==> src/rtl/anim_sequencer.sv <==
// Frame-driven animation sequencer: derives mover strobes from frame pulses,
// runs the IDLE/RUN/PAUSE/HIT flow and scores A/B bounding-box collisions.
module anim_sequencer #(
    parameter int STB_DIV     = 1,
    parameter int HOLD_FRAMES = 60,
    parameter int SCORE_W     = 8
) (
    input  logic               in_clock,
    input  logic               in_reset,
    input  logic               in_frame_end,
    input  logic               in_start,
    input  logic               in_pause,
    input  logic [11:0]        in_a_x1,
    input  logic [11:0]        in_a_x2,
    input  logic [11:0]        in_a_y1,
    input  logic [11:0]        in_a_y2,
    input  logic [11:0]        in_b_x1,
    input  logic [11:0]        in_b_x2,
    input  logic [11:0]        in_b_y1,
    input  logic [11:0]        in_b_y2,
    output logic               out_ani_stb,
    output logic               out_animate,
    output logic               out_obj_reset,
    output logic [1:0]         out_state,
    output logic [SCORE_W-1:0] out_hits,
    output logic               out_hit_flash
);

    typedef enum logic [1:0] {
        IDLE  = 2'd0,
        RUN   = 2'd1,
        PAUSE = 2'd2,
        HIT   = 2'd3
    } state_t;

    localparam logic [7:0] STB_LAST  = 8'(STB_DIV - 1);
    localparam logic [7:0] HOLD_LAST = 8'(HOLD_FRAMES - 1);

    state_t             state_q, state_d;
    logic [7:0]         div_cnt_q, div_cnt_d;
    logic [7:0]         hold_cnt_q, hold_cnt_d;
    logic [SCORE_W-1:0] hits_q, hits_d;
    logic               ani_stb_q, ani_stb_d;
    logic               animate_q, animate_d;
    logic               obj_reset_q, obj_reset_d;
    logic               hit_flash_q, hit_flash_d;
    logic               overlap;

    // Inclusive unsigned box test: touching edges count as a hit.
    assign overlap = (in_a_x1 <= in_b_x2) && (in_b_x1 <= in_a_x2) &&
                     (in_a_y1 <= in_b_y2) && (in_b_y1 <= in_a_y2);

    always_comb begin
        state_d     = state_q;
        div_cnt_d   = div_cnt_q;
        hold_cnt_d  = hold_cnt_q;
        hits_d      = hits_q;
        ani_stb_d   = 1'b0;
        obj_reset_d = 1'b0;

        case (state_q)
            IDLE: begin
                obj_reset_d = 1'b1;
                if (in_start) begin
                    state_d     = RUN;
                    div_cnt_d   = 8'd0;
                    obj_reset_d = 1'b0;
                end
            end
            RUN: begin
                // Pause outranks a colliding frame; a collision swallows that frame's strobe.
                if (in_pause) begin
                    state_d = PAUSE;
                end else if (in_frame_end) begin
                    if (overlap) begin
                        state_d    = HIT;
                        hold_cnt_d = 8'd0;
                        if (hits_q != {SCORE_W{1'b1}}) begin
                            hits_d = hits_q + SCORE_W'(1);
                        end
                    end else if (div_cnt_q == STB_LAST) begin
                        ani_stb_d = 1'b1;
                        div_cnt_d = 8'd0;
                    end else begin
                        div_cnt_d = div_cnt_q + 8'd1;
                    end
                end
            end
            PAUSE: begin
                if (in_pause || in_start) begin
                    state_d = RUN;
                end
            end
            HIT: begin
                if (in_frame_end) begin
                    if (hold_cnt_q == HOLD_LAST) begin
                        state_d     = RUN;
                        obj_reset_d = 1'b1;
                        div_cnt_d   = 8'd0;
                        hold_cnt_d  = 8'd0;
                    end else begin
                        hold_cnt_d = hold_cnt_q + 8'd1;
                    end
                end
            end
            default: state_d = IDLE;
        endcase

        animate_d   = (state_d == RUN);
        hit_flash_d = (state_d == HIT);
    end

    always_ff @(posedge in_clock or posedge in_reset) begin
        if (in_reset) begin
            state_q     <= IDLE;
            div_cnt_q   <= 8'd0;
            hold_cnt_q  <= 8'd0;
            hits_q      <= '0;
            ani_stb_q   <= 1'b0;
            animate_q   <= 1'b0;
            obj_reset_q <= 1'b1;
            hit_flash_q <= 1'b0;
        end else begin
            state_q     <= state_d;
            div_cnt_q   <= div_cnt_d;
            hold_cnt_q  <= hold_cnt_d;
            hits_q      <= hits_d;
            ani_stb_q   <= ani_stb_d;
            animate_q   <= animate_d;
            obj_reset_q <= obj_reset_d;
            hit_flash_q <= hit_flash_d;
        end
    end

    assign out_state     = state_q;
    assign out_ani_stb   = ani_stb_q;
    assign out_animate   = animate_q;
    assign out_obj_reset = obj_reset_q;
    assign out_hits      = hits_q;
    assign out_hit_flash = hit_flash_q;

endmodule

==> config.mk <==
export PLATFORM = sky130hd
export DESIGN_NAME = anim_sequencer
export DESIGN_NICKNAME = d
export VERILOG_FILES = /design/src/rtl/anim_sequencer.sv
export SDC_FILE = /design/constraint.sdc
export NUM_CORES = 1
export LEC_CHECK = 0
export ABC_AREA = 1
export ABC_CLOCK_PERIOD_IN_PS = 2450
export BUFFER_PORTS_ARGS = -buffer_cell sky130_fd_sc_hd__buf_2
export CORE_MARGIN = 2
export CORE_UTILIZATION = 40
export CTS_CLUSTER_SIZE = 28
export DETAILED_ROUTE_END_ITERATION = 8
export GPL_TIMING_DRIVEN = 1
export HOLD_SLACK_MARGIN = 0.12
export PLACE_DENSITY = 0.75
export SLEW_MARGIN = 30
export SYNTH_ARGS = -nofsm -noshare
export SYNTH_HDL_FRONTEND = slang
export SYNTH_SLANG_ARGS = --single-unit
==> constraint.sdc <==
create_clock -name in_clock -period 2.45 [get_ports in_clock]
set_clock_uncertainty 0.1 [all_clocks]
set_input_delay 0.245 -clock in_clock [delete_from_list [all_inputs] [get_ports in_clock]]
set_output_delay 0.245 -clock in_clock [all_outputs]
set_load 0.005 [all_outputs]
==> results.yml, run 1 <==
min_path:
  hp-class: "in2reg"
power:
  total_leakage_power_nw: 2.35
  max-vdd-ir-drop_uv: 416
  powerDensity_nw_per_um2: 505
routing:
  first_pass_iters: 4
  drt_wl_total_um: 6500
  drc_errors: 0
  drt_iter0_drc: 118
  detail_route.wl_per_cell_um: 9.79
  antenna_left: 0
  vias_per_cell: 4.53
  vias: 3009
clock_tree:
  cts.sinks: 30
  tritoncts: "built"
  cts_root_buf: "clkbuf_8"
  clk_latency_ns: 0.28
  cts_setup_buffers: 0
  cts_buffer_depth: 2
  cts_made_buffers: 5
  h-tree-depth: 2
  clkTransAtPathRegs_ns: 0.07
setup_path:
  critical_path_buf_inv_count: 3
  worst-endpoint-required_ns: 2.56
  crit_family: "simple AND/OR/NAND/NOR gates"
  cp_data_arrival_time_ns: 2.25
  crit_path_end_kind: "flop"
  path_max_fanout: 11
  slowest_stage: "dfrtp_1"
  cp_cell_sequence: "inv_1 > ha_1 > inv_1 > nor2_1 > a211oi_2 > nand2_1 > nor2_1 > nand2_2 > inv_2 > nand3_1 > a21oi_1"
  max_stage_delay_ns: 0.39
  crit_type: "reg2reg"
  crit_path_start_kind: "flop"
placed_design:
  place.port_buffers: 114
  place.gp.congestion: 0.826
  placed_cells: 655
  dp_slack_ns: 0.207
  hpwl_um: 5640
final_layout:
  n_fill_cell: 713
  fin_nets: 722
  multi_input_area_um2: 1900
  instances_no_fill: 664
  diodes: 0
  regArea_um2: 752
  drive_gt1_frac: 0.246
  areaGrowthSynthToFinish_pct: 26.8
synth:
  ys_seq_elements: 30
  syn_nets: 598
  ys_types: 27
  avgSynthCellArea_um2: 6.93
  ys_warn_count: 0
  seq_area_frac_synth: 0.247
  syn_area_um2: 3050
  synthCells: 440
timing:
  tightest_slew_ns: 0.367
  hold-worst-slack_ns: 0.138
  drv_slew: 0
  setup_viol: 0
  fmax_mhz: 466
  fin_crit_sh: 0.875
  max_slew_margin: 0.755
  fin_crit_ns: 2.14
  rsz0062_at_grt: "false"
  hold_viol_final: 0
  tns_ns: 0
  fin_ws_ns: 0.306
grt:
  grt_max_degree: 31
  antenna_found_initial: 0
  grt_pass1_wl_um: 11600
  grt_overflow: 0
  grt_pass1_vias: 3001
  grt_usage: 0.162
die:
  die_h_um: 91.3
  pin_count: 115
  start_util: 0.416
  die_w_um: 91.3
  fp.dieArea_um2: 8340
  design.core.area_um2: 7330
  rows: 31
status:
  status: "finished clean"
run:
  maxCapViolCount: 0
power by group:
group	internal (mW)	switching, mW
sequential	0.604	0.0932
clock	0.225	0.185
combinational	0.338	0.506
routing by layer:
layer | part of all wire | vias up | GRT usage
met3 | 0.046 | 9 | 0.0349
met2 | 0.50 | 75 | 0.312
met1 | 0.44 | 1308 | 0.181
met5 | 0 | - | 0
met4 | 0.010 | 0 | 0.0366
li1 | - | 1617 | -
what timing repair did:
item	CTS	global route
hold buffers	1	0
setup endpoints to repair	0	5
endpoints found under the hold margin	29	0
resized for setup	0	1
placed cells by master (no fill, tap or decap), drive strengths merged, types with 4 or more instances in the layout:
cell type	instances
buf	117
nand2	115
inv	104
ha	57
nor2	41
dfrtp	29
a21oi	16
nand3	16
o21ai	13
xor2	9
nand4	8
nor3	7
nor4	7
clkbuf	6
a21o	4
final cells by class:
| cell class | count | area share |
|---|---|---|
| Multi-Input combinational cell | 305 | 0.492 |
| Sequential cell | 30 | 0.195 |
| Timing Repair Buffer | 118 | 0.156 |
| Inverter | 104 | 0.101 |
| Tap cell | 99 | 0.0320 |
| Clock buffer | 6 | 0.0214 |
| Clock inverter | 2 | 0.00324 |
registers in the layout, indices dropped and copies added (netlist names):
| name | flops |
|---|---|
| hold_cnt_q | 8 |
| out_animate | 1 |
| out_ani_stb | 1 |
| out_state | 2 |
| out_obj_reset | 1 |
| out_hits | 8 |
| out_hit_flash | 1 |
| div_cnt_q | 8 |
cells by family (layout without fill, tap and decap cells):
group / count (synthesis) / in the layout / synth area share
AO/OA/AOI/OAI: 37 / 37 / 0.0673
flip-flops: 30 / 30 / 0.247
adder cells (fa/ha/maj): 57 / 57 / 0.234
multiplexers: 1 / 1 / 0.00369
buffers and inverters: 105 / 230 / 0.132
AND/OR/NAND/NOR: 198 / 198 / 0.282
XOR/XNOR: 12 / 12 / 0.0345
synthesized netlist by cell type (all sizes together):
cell | n | area share
o21ai | 13 | 0.021
nand3 | 16 | 0.028
ha | 57 | 0.23
xor2 | 9 | 0.026
dfstp | 1 | 0.0086
mux2 | 1 | 0.0037
a211oi | 1 | 0.0025
nor4 | 7 | 0.019
a21o | 4 | 0.0098
nand4 | 8 | 0.016
nor3b | 1 | 0.0025
a21oi | 16 | 0.026
nor2 | 41 | 0.054
inv | 104 | 0.13
nand2 | 115 | 0.14
nor3 | 7 | 0.011
o31ai | 3 | 0.0074
xnor2 | 3 | 0.0086
buf | 1 | 0.0037
dfrtp | 29 | 0.24
and2 | 3 | 0.0062
worst register-to-register path, delay by kind of cell, from the launching register on:
family / cells / cell delay (ns)
flip-flops: 1 / 0.39
adder cells (fa/ha/maj): 1 / 0.28
AO/OA/AOI/OAI: 2 / 0.35
buffers and inverters: 3 / 0.45
AND/OR/NAND/NOR: 5 / 0.51
final timing paths:
kind	from	to	slack, ns	cells past startpoint
setup / recovery	out_state[1]	div_cnt_q[5]	0.31	11
hold / removal	in_frame_end	out_obj_reset	0.14	3
setup reg to reg	out_state[1]	div_cnt_q[5]	0.31	11
hold reg to reg	div_cnt_q[7]	div_cnt_q[7]	0.39	2
max in group asynchronous	in_reset	out_obj_reset	1.44	4
min in group asynchronous	in_reset	out_hits[3]	0.50	4
metrics by stage:
step	instance area, um^2	power, mW	utilization
final	3860	1.95	0.527
after global routing	3860	2.15	0.527
after global placement	3750	1.52	0.512
after floorplan	3050	1.28	-
after detailed placement	3750	1.55	0.512
after CTS	3860	1.97	0.527
Power figures use the tool's default switching activity.
==> inputs of run 2 (changes only) <==
--- a/config.mk
+++ b/config.mk
@@ -6,7 +6,7 @@
 export NUM_CORES = 1
 export LEC_CHECK = 0
 export ABC_AREA = 1
-export ABC_CLOCK_PERIOD_IN_PS = 2450
+export ABC_CLOCK_PERIOD_IN_PS = 2800
 export BUFFER_PORTS_ARGS = -buffer_cell sky130_fd_sc_hd__buf_2
 export CORE_MARGIN = 2
 export CORE_UTILIZATION = 40
==> constraint.sdc (replaced) <==
create_clock -name in_clock -period 2.8 [get_ports in_clock]
set_clock_uncertainty 0.1 [all_clocks]
set_input_delay 0.28 -clock in_clock [delete_from_list [all_inputs] [get_ports in_clock]]
set_output_delay 0.28 -clock in_clock [all_outputs]
set_load 0.005 [all_outputs]
==> results.yml, run 2 (synthesis results as in run 1) <==
status:
  status: "finished clean"
setup_path:
  reg2reg_from: "out_state[1]"
  crit_type: "reg2reg"
  critical_path_buf_inv_count: 3
  crit_family: "simple AND/OR/NAND/NOR gates"
  crit_path_start_kind: "flop"
  cp_cell_sequence: "inv_1 > ha_1 > inv_1 > nor2_1 > a211oi_1 > nand2_1 > nor2_1 > nand2_2 > inv_2 > nand3_1 > a21oi_1"
  regToRegSetupSlack_ns: 0.50
  rr_worst_depth: 11
  r2r_end: "div_cnt_q[5]"
  path_max_fanout: 11
  slowest_stage: "dfrtp_1"
  max_stage_delay_ns: 0.46
  cp_data_arrival_time_ns: 2.40
  crit_path_end_kind: "flop"
  worst-endpoint-required_ns: 2.90
die:
  fp.dieArea_um2: 8340
  pin_count: 115
  die_h_um: 91.3
  rows: 31
  design.core.area_um2: 7330
  die_w_um: 91.3
  start_util: 0.416
clock_tree:
  h-tree-depth: 2
  clk_latency_ns: 0.28
  clkTransAtPathRegs_ns: 0.07
  cts_buffer_depth: 2
  tritoncts: "built"
  cts_made_buffers: 5
  cts_root_buf: "clkbuf_8"
  cts.sinks: 30
  cts_setup_buffers: 0
grt:
  grt_pass1_wl_um: 11700
  antenna_found_initial: 0
  grt_max_degree: 31
  grt_usage: 0.165
  grt_pass1_vias: 2992
  grt_overflow: 0
timing:
  rsz0062_at_grt: "false"
  tns_ns: 0
  tightest_slew_ns: 0.392
  fin_crit_ns: 2.30
  fmax_mhz: 435
  drv_slew: 0
  setup_viol: 0
  fin_crit_sh: 0.821
  hold_viol_final: 0
  max_slew_margin: 0.736
routing:
  detail_route.wl_per_cell_um: 9.93
  vias: 2991
  drc_errors: 0
  first_pass_iters: 4
  vias_per_cell: 4.52
  antenna_left: 0
  drt_wl_total_um: 6560
  drt_iter0_drc: 63
power:
  total_leakage_power_nw: 2.35
  max-vdd-ir-drop_uv: 330
  powerDensity_nw_per_um2: 460
  finalPower_mw: 1.78
run:
  maxCapViolCount: 0
placed_design:
  placed_cells: 653
  place.gp.congestion: 0.806
  place.port_buffers: 114
  dpl_cell_area_um2: 3740
  hpwl_um: 5670
final_layout:
  diodes: 0
  final_cell_mix: "114 x buf_2, 111 x nand2_1, 101 x inv_1"
  final_common_cell: "buf_2"
  areaGrowthSynthToFinish_pct: 26.7
  drive_gt1_frac: 0.240
  n_fill_cell: 723
  instances_no_fill: 661
  fin_nets: 720
  design_area_um2: 3860
min_path:
  worstHoldStart: "in_frame_end"
  hp-class: "in2reg"
  worst_hold_path.endpoint: "out_obj_reset"
  hold_depth: 3
[run 2: worst max-delay path by stage]
| stage | from | to | slack, ns | cells after the start |
|---|---|---|---|---|
| 6_report | out_state[1] | div_cnt_q[5] | 0.50 | 11 |
| 5_1_grt | out_state[1] | div_cnt_q[5] | 0.23 | 11 |
| 4_1_cts | out_state[1] | div_cnt_q[5] | 0.53 | 11 |
| 3_5_place_dp | in_a_x2[11] | out_hits[5] | 0.49 | 15 |
| 3_3_place_gp | in_b_x2[11] | out_hits[5] | 0.57 | 14 |
| 2_1_floorplan | out_state[1] | div_cnt_q[5] | 0.76 | 12 |
[run 2: cell type report]
cell class                 instances  area, um^2  area share
multi-input combinational        305        1900       0.491
clock inverter                     1        30.0     0.00777
timing repair buffer             116         588       0.152
clock buffer                       6        82.6      0.0214
tap                               99         124      0.0321
sequential                        30         752       0.195
inverter                         104         390       0.101
[run 2: per-layer routing]
metal  routed length [um]  vias to the layer above  GRT usage
met5                    0                        -          0
met4                   73                        0     0.0505
met3                  322                        8     0.0332
met2                 3300                       79      0.308
met1                 2870                     1286      0.188
li1                     -                     1618          -
[run 2: through the flow]
stage	hold slack (ns)	utilization	worst slack, ns
after CTS	0.171	0.527	0.530
final	0.184	0.527	0.500
after detailed placement	0.280	0.510	0.486
after floorplan	0.270	-	0.757
after global routing	0.200	0.527	0.225
after global placement	0.272	0.510	0.574
[run 2: timing repair]
item	in CTS	in global routing
gates resized for setup	0	0
hold buffers	1	0
hold endpoints to repair	29	0
endpoints found under the setup margin	0	0
[run 2: worst register-to-register path, stage by stage, from the launching register on]
cell,delay (ns)
dfrtp_1,0.46
inv_1,0.11
ha_1,0.28
inv_1,0.16
nor2_1,0.05
a211oi_1,0.31
nand2_1,0.09
nor2_1,0.14
nand2_2,0.12
inv_2,0.16
nand3_1,0.10
a21oi_1,0.15
[run 2: where the power goes]
group	leakage [nW]	internal [mW]	switching, mW
Clock	0.0573	0.284	0.150
Combinational	1.89	0.290	0.436
Sequential	0.394	0.529	0.0868
Total	2.35	1.10	0.673
